### config.mk
export PLATFORM = sky130hd
export DESIGN_NAME = instr_fetch
export DESIGN_NICKNAME = d
export VERILOG_FILES = /design/src/rtl/instr_fetch.sv
export SDC_FILE = /design/constraint.sdc
export NUM_CORES = 1
export LEC_CHECK = 0
export BUFFER_PORTS_ARGS = -buffer_cell sky130_fd_sc_hd__buf_2
export CAP_MARGIN = 20
export CELL_PAD_IN_SITES_DETAIL_PLACEMENT = 2
export CELL_PAD_IN_SITES_GLOBAL_PLACEMENT = 2
export CORE_MARGIN = 1.5
export CORE_UTILIZATION = 43
export CTS_BUF_LIST = sky130_fd_sc_hd__clkbuf_4 sky130_fd_sc_hd__clkbuf_8
export DETAILED_ROUTE_END_ITERATION = 12
export HOLD_SLACK_MARGIN = 0.15
export PLACE_DENSITY = 0.92
export SLEW_MARGIN = 20
export SYNTH_ARGS = -nofsm -noshare
export SYNTH_HDL_FRONTEND = slang
export SYNTH_SLANG_ARGS = --single-unit
export TNS_END_PERCENT = 5
### constraint.sdc
create_clock -name clk -period 9.26 [get_ports clk]
set_input_delay 0 -clock clk [delete_from_list [all_inputs] [get_ports clk]]
set_output_delay 0 -clock clk [all_outputs]
set_load 0.01 [all_outputs]
### src/rtl/instr_fetch.sv
// Instruction fetch unit: 2-credit request/response pipeline with redirect flush.
// Optional fetch_count performance counter when INSTR_FETCH_PERF_CNT_EN is defined.
module instr_fetch #(
    parameter logic [31:0] RESET_PC = 32'h0000_0000
) (
    input  logic        clk,
    input  logic        rst_n,
    output logic        imem_req_valid,
    output logic [31:0] imem_req_addr,
    input  logic        imem_req_ready,
    input  logic        imem_rsp_valid,
    input  logic [31:0] imem_rsp_data,
    input  logic        redirect_valid,
    input  logic [31:0] redirect_pc,
    output logic        out_valid,
    input  logic        out_ready,
    output logic [31:0] out_instr,
    output logic [31:0] out_pc
`ifdef INSTR_FETCH_PERF_CNT_EN
    ,
    output logic [31:0] fetch_count
`endif
);

    logic [29:0] pc_q;
    logic [1:0]  outst_q;
    logic [1:0]  drop_q;
    logic [1:0]  fifo_cnt_q;
    logic        aq_rd_q, aq_wr_q;
    logic        fq_rd_q, fq_wr_q;
    logic [29:0] aq_mem   [2];
    logic [29:0] fq_pc    [2];
    logic [31:0] fq_instr [2];

    logic [2:0] credit;
    logic       req_fire;
    logic       rsp_pop;
    logic       rsp_keep;
    logic       out_fire;

    assign credit   = {1'b0, outst_q} + {1'b0, fifo_cnt_q};
    assign out_valid = (fifo_cnt_q != 2'd0);
    assign out_fire  = out_valid & out_ready;

    // A slot freed by this cycle's pop is reusable immediately; otherwise
    // a 1-cycle memory would only sustain one instruction every two cycles.
    assign imem_req_valid = rst_n & ~redirect_valid &
                            ((credit < 3'd2) | ((credit == 3'd2) & out_fire));
    assign imem_req_addr  = {pc_q, 2'b00};
    assign req_fire       = imem_req_valid & imem_req_ready;

    // Responses with nothing outstanding are ignored so the counters cannot wrap.
    assign rsp_pop  = imem_rsp_valid & (outst_q != 2'd0);
    assign rsp_keep = rsp_pop & (drop_q == 2'd0) & ~redirect_valid;

    assign out_instr = out_valid ? fq_instr[fq_rd_q] : 32'd0;
    assign out_pc    = out_valid ? {fq_pc[fq_rd_q], 2'b00} : 32'd0;

    // NOTE: sequential state uses non-blocking assignments so every flop
    // samples the pre-edge value of every other flop.
    always_ff @(posedge clk or negedge rst_n) begin
        if (!rst_n) begin
            pc_q       <= RESET_PC[31:2];
            outst_q    <= 2'd0;
            drop_q     <= 2'd0;
            aq_rd_q    <= 1'b0;
            aq_wr_q    <= 1'b0;
            fifo_cnt_q <= 2'd0;
            fq_rd_q    <= 1'b0;
            fq_wr_q    <= 1'b0;
        end else begin
            if (redirect_valid)
                pc_q <= redirect_pc[31:2];
            else if (req_fire)
                pc_q <= pc_q + 30'd1;

            outst_q <= outst_q + 2'(req_fire) - 2'(rsp_pop);
            if (req_fire) aq_wr_q <= ~aq_wr_q;
            if (rsp_pop)  aq_rd_q <= ~aq_rd_q;

            // Everything still in flight after this cycle belongs to the old path.
            if (redirect_valid)
                drop_q <= outst_q - 2'(rsp_pop);
            else if (rsp_pop && drop_q != 2'd0)
                drop_q <= drop_q - 2'd1;

            if (redirect_valid) begin
                fifo_cnt_q <= 2'd0;
                fq_rd_q    <= fq_wr_q;
            end else begin
                fifo_cnt_q <= fifo_cnt_q + 2'(rsp_keep) - 2'(out_fire);
                if (rsp_keep) fq_wr_q <= ~fq_wr_q;
                if (out_fire) fq_rd_q <= ~fq_rd_q;
            end
        end
    end

    // NOTE: queue storage carries no reset; the counters gate every read, and
    // the outputs are forced to zero while the FIFO is empty.
    always_ff @(posedge clk) begin
        if (req_fire)
            aq_mem[aq_wr_q] <= pc_q;
        if (rsp_keep) begin
            fq_pc[fq_wr_q]    <= aq_mem[aq_rd_q];
            fq_instr[fq_wr_q] <= imem_rsp_data;
        end
    end

`ifdef INSTR_FETCH_PERF_CNT_EN
    always_ff @(posedge clk or negedge rst_n) begin
        if (!rst_n)
            fetch_count <= 32'd0;
        else if (out_fire)
            fetch_count <= fetch_count + 32'd1;
    end
`endif

endmodule

==> results of run 1 <==
-- power by group through the flow --
stage | Clock [mW] | Combinational [mW] | Sequential (mW)
floorplan | 0 | 0.521 | 1.30
global placement | 0 | 0.685 | 1.38
detailed placement | 0 | 0.743 | 1.40
CTS | 0.961 | 0.795 | 1.38
global route | 1.01 | 0.907 | 1.36
finish | 0.955 | 0.845 | 1.35
-- state kept, by name, summed over array words and instances, names as in the netlist --
register    count
aq_mem         60
aq_rd_q         1
aq_wr_q         1
drop_q          2
fifo_cnt_q      2
fq_instr       64
fq_pc          60
fq_rd_q         1
fq_wr_q         1
outst_q         2
pc_q           30
-- logic make-up (layout without fill, tap and decap cells) --
kind of cell    count (synthesis)  in the layout  share of synthesized area [%]
xor+xnor                       11             11                          1.034
other cells                     1              4                        0.04025
compound gates                 70             70                          5.385
buf+inv                        51            335                          2.337
simple gates                  180            180                          9.480
fa+ha+maj                       9              9                          1.289
mux                            93             93                          10.39
flops                         224            224                          70.04
-- critical path, stage by stage --
cell and delay (ns):
dlygate4sd3_1 0.55, buf_2 0.13, dlygate4sd3_1 0.55, buf_4 0.50
nand3_1 0.68, nor2_1 0.40, clkinv_1 0.55, ha_1 0.53
inv_1 0.05, ha_1 0.18, xnor2_1 0.17, xnor2_1 0.14
-- worst paths after layout --
kind,from,to,slack [ns],depth (start not counted)
min reg2reg,aq_wr_q$_DFFE_PN0P_,aq_wr_q$_DFFE_PN0P_,0.54,1
max reg2reg,fifo_cnt_q[0]$_DFF_PN0_,outst_q[1]$_DFF_PN0_,5.36,11
min in group asynchronous,rst_n,drop_q[0]$_DFFE_PN0P_,0.72,4
min,imem_rsp_data[27],fq_instr[0][27]$_DFFE_PP_,0.21,2
max,rst_n,outst_q[1]$_DFF_PN0_,5.26,12
max in group asynchronous,rst_n,fq_rd_q$_DFFE_PN0P_,8.07,4
-- cells in the mapped netlist (all sizes together), types with 2 or more instances --
library cell,instances
a22oi,2
mux2i,63
nand4,10
nor2,79
a211oi,4
mux2,30
and3,7
inv,17
buf,19
nand4b,2
and4,2
o21ai,22
edfxtp,184
nor3,11
clkbuf,13
nand2,37
a221o,6
and2,2
a21o,3
o211ai,18
nand3,21
o311ai,3
a311oi,2
clkinv,2
dfrtp,40
xor2,3
ha,8
xnor2,8
a21oi,4
nor4,6
-- per-layer routing --
layer | routed length [µm] | track usage, %
met4 | 1278 | 11.96
met1 | 12210 | 34.56
met5 | 0 | 0
met2 | 16550 | 51.51
met3 | 2089 | 6.000
-- cell type report --
cell class / instances / share of cell area, %
Clock buffer: 61 / 6.104
Inverter: 19 / 0.5937
Multi-Input combinational cell: 367 / 21.73
Clock inverter: 8 / 0.4999
Timing Repair Buffer: 247 / 13.85
Sequential cell: 224 / 54.36
Tap cell: 275 / 2.864
-- stage by stage --
step,utilization (%),power (mW),instances
after floorplan,-,1.819,642
after global placement,49.26,2.065,1054
after detailed placement,49.26,2.143,1054
after CTS,56.66,3.141,1200
after global routing,56.79,3.274,1201
final,56.79,3.150,1201
-- repair_timing --
item,4_1_cts,5_1_grt
hold endpoints to repair,140,0
hold buffers,77,0
resized for setup,0,0
==> flow_summary.ini, run 1 <==
[layout]
drive_gt1_share_pct = 30.45
layout_commonest_cell = edfxtp_1
antenna_cells = 0
mostFrequentLayoutCells = edfxtp_1 (184), buf_2 (161), dlygate4sd3_1 (77)
register_area_um2 = 6530
multi_input_area_um2 = 2610
fin_area_um2 = 12010
fillers = 1918
area_growth_pct = 28.92
final_nets = 977

[critical_path]
critPathMaxFanout = 43
crit_required_ns = 9.72
crit_arrival_ns = 4.47
startpoint_type = input port
crit_type = input port to flip-flop
end_kind = flip-flop

[run]
cap_violations = 0

[route]
vias = 6824
drt_iter0_markers = 465
ant_nets = 0
remaining_drc_errors = 0
first_pass_iters = 5
routed_wl_um = 32130
vias_per_cell = 5.682
wl_per_cell_um = 26.75

[floorplan]
die_h_um = 150.2
ioPinCount = 168
die_w_um = 150.2
die_area_um2 = 22560
rows = 53
initial_core_util_pct = 44.05
core_um2 = 21150

[pwr]
peakVddDrop_uv = 138.7
cell_internal_pwr_mw = 2.092
p_comb_share_pct = 26.8
p_leak_nw = 4.740
power.density_nw_per_um2 = 262.2
p_sw_mw = 1.059
seqPwrFrac_pct = 42.9
clockPowerShare_pct = 30.3
switching_share_pct = 33.61

[clock_network]
cts_setup_buffers = 0
cts-root-buf = clkbuf_8
clock-sinks = 224
clk_latency_ns = 0.55
clk_pin_slew_ns = 0.06
tritoncts = built
numCtsBuffers = 39
cts_buffer_depth = 3
htree_levels = 2

[synthesis]
synth_edf_count = 184
syn_area_um2 = 9318
netlist_instances = 639
avgSynthCellArea_um2 = 14.58
synth.area.top_cells = edfxtp_1 (59%), dfrtp_1 (11%), mux2i_1 (6.8%)
ys.warnings.count = 0
ys_async_sr_fraction_pct = 17.86
seq_area_frac_synth_pct = 70.04
synthDistinctLibCells = 52
ys_ff_latch = 224
yosysTopAreaCellShare_pct = 59.30
synth_ff_type = edfxtp_1
yosys.area.top_type = edfxtp_1

[timing]
finalCritPeriodShare_pct = 43.23
min_period_ns = 4.003
fin_setup_tns_ns = 0
slew_headroom_pct = 26.77
setup_slack_ns = 5.257
fin_skew_ns = 0.03882
tightest_slew_ns = 1.099
final-hold-violation-count = 0
setup_violations = 0
hold_ws_ns = 0.2136
finalMaxSlewViolations = 0
fmax_ghz = 0.2498
grt_setup_unrepaired = false

[placement]
place_area_um2 = 10420
place_ws_ns = 5.497
gp_congestion = 0.7921
dpl.hpwl_um = 17830
port_buffers = 161

[global_route]
overflow = 0
grt_usage_pct = 29.14
grt_antenna_before_repair = 0
grt_max_degree = 64
grt_pass1_vias = 7595
grt_pass1_wl_um = 47590

[hold_path]
hold_class = input port to flip-flop

[run_status]
status = finished clean
Note: power is estimated with default switching activity, not from simulation.
==> run 2: changes to the inputs <==
CORE_UTILIZATION = 40   (was 43)
PLACE_DENSITY = 0.87   (was 0.92)
clock period = 4.13 ns   (was 9.26 ns; I/O delays follow)
==> run 2 against run 1 <==
First-iteration DRC count shrank 2.4%. Worst hold slack worse by 0.022 ns. Non-clock buffer count is 3 higher. Critical path depth decreased by 3. Flip-flop and latch count unchanged. Combinational power rose by 120%. Power up 120%. Clock power is 130% higher. Sequential share of layout area is 0.51 points lower. Largest cell class unchanged.
==> flow_summary.ini, run 2 (same netlist as run 1, synthesis figures left out) <==
[clock_network]
tritoncts = built
post_cts_resized = 0
htree_levels = 2
cts-root-buf = clkbuf_8
clock-sinks = 224
clk_latency_ns = 0.56
cts_buffer_depth = 3
numCtsBuffers = 38
clk_pin_slew_ns = 0.06

[global_route]
grt_pass1_vias = 7552
grt_antenna_before_repair = 0
overflow = 0
grt_pass1_wl_um = 46460
grt_usage_pct = 25.80
grt_max_degree = 58

[timing]
finalMaxSlewViolations = 0
final-hold-violation-count = 0
finalCritPeriodShare_pct = 79.12
min_period_ns = 3.268
slew_headroom_pct = 28.41
setup_violations = 0
fmax_ghz = 0.3060
hold_ws_ns = 0.1915
tightest_slew_ns = 1.074
grt_setup_unrepaired = false
fin_skew_ns = 0.04365
fin_setup_tns_ns = 0

[layout]
area_growth_pct = 30.15
fillers = 2153
top_register = fq_instr
layout_commonest_cell = edfxtp_1
finish.utilization_pct = 53.24
instances_no_fill = 1243
mostFrequentLayoutCells = edfxtp_1 (184), buf_2 (161), dlygate4sd3_1 (77)
antenna_cells = 0
reg_top3 = fq_instr: 64 flops, aq_mem: 60 flops, fq_pc: 60 flops
largest_register_ffs = 64
drive_gt1_share_pct = 30.86
final_nets = 979

[route]
routed_wl_um = 30820
ant_nets = 0
first_pass_iters = 5
wl_per_cell_um = 24.79
vias = 6691
vias_per_cell = 5.383
drt_iter0_markers = 454
remaining_drc_errors = 0

[floorplan]
ioPinCount = 168
die_area_um2 = 24220
rows = 55
core_um2 = 22780
initial_core_util_pct = 40.91
die_h_um = 155.6
die_w_um = 155.6

[critical_path]
r2r-start = fifo_cnt_q[0]$_DFF_PN0_
r2r_slack_ns = 0.88
startpoint_type = input port
crit_arrival_ns = 3.73
end_kind = flip-flop
crit_type = input port to flip-flop
r2r-end = pc_q[18]$_DFFE_PN0P_
r2r_cells = 7
crit_required_ns = 4.60
critPathMaxFanout = 43

[hold_path]
holdPathEnd = fq_instr[0][29]$_DFFE_PP_
hold_start = imem_rsp_data[29]
hold_class = input port to flip-flop
holdPathStages = 2

[run]
cap_violations = 0

[run_status]
status = finished clean

[placement]
dpl.hpwl_um = 16490
port_buffers = 161
place_inst = 1095
gp_congestion = 0.8072

[pwr]
power.density_nw_per_um2 = 584.1
peakVddDrop_uv = 238.6
p_leak_nw = 4.775
## run 2: through the flow
step           setup WS (ns)  cell area [µm²]  power (mW)
2_1_floorplan         0.1322             9329       4.078
3_3_place_gp           1.350            10500       4.669
3_5_place_dp           1.158            10500       4.780
4_1_cts                1.043            12110       7.058
5_1_grt               0.7354            12130       7.387
6_report              0.8623            12130       7.083
## run 2: layout make-up
| type | instances | area (µm²) | area share, % |
|---|---|---|---|
| sequential | 224 | 6530 | 53.85 |
| multi-input combinational | 367 | 2610 | 21.52 |
| timing repair buffer | 250 | 1692 | 13.95 |
| clock buffer | 64 | 805.8 | 6.645 |
| tap | 313 | 391.6 | 3.229 |
| inverter | 19 | 71.32 | 0.5881 |
| clock inverter | 6 | 26.28 | 0.2167 |
## run 2: report_power, final
| group | switching (mW) | internal, mW |
|---|---|---|
| Clock | 0.958 | 1.23 |
| Combinational | 1.04 | 0.782 |
| Sequential | 0.343 | 2.73 |
| Total | 2.34 | 4.74 |
## run 2: metal layers
layer	up-vias	global-route usage (%)	routed length, µm
met5	-	0	0
met4	0	10.11	1049
met3	80	4.444	1621
met2	307	46.43	16040
met1	3383	30.76	12110
li1	2921	-	-
## run 2: what timing repair did
action,in CTS,in global routing
setup endpoints to repair,0,0
hold buffers,77,0
buffers inserted,0,0
endpoints found under the hold margin,139,0
## run 2: critical path, cell delays in order
cell and delay, ns:
dlygate4sd3_1 0.53, buf_2 0.12, dlygate4sd3_1 0.56, buf_4 0.32, and3_1 0.35, a21oi_2 0.84
o21ai_0 0.28, nand3_1 0.13, dlygate4sd3_1 0.57
## run 2: worst max path at each step
stage | from | to | depth (start not counted)
after floorplan | outst_q[1]$_DFF_PN0_ | fq_instr[0][0]$_DFFE_PP_ | 4
after global placement | fifo_cnt_q[0]$_DFF_PN0_ | aq_mem[0][1]$_DFFE_PP_ | 8
after detailed placement | fifo_cnt_q[0]$_DFF_PN0_ | aq_mem[0][0]$_DFFE_PP_ | 8
after CTS | fifo_cnt_q[0]$_DFF_PN0_ | pc_q[18]$_DFFE_PN0P_ | 7
after global routing | fifo_cnt_q[0]$_DFF_PN0_ | pc_q[18]$_DFFE_PN0P_ | 7
final | rst_n | pc_q[18]$_DFFE_PN0P_ | 9
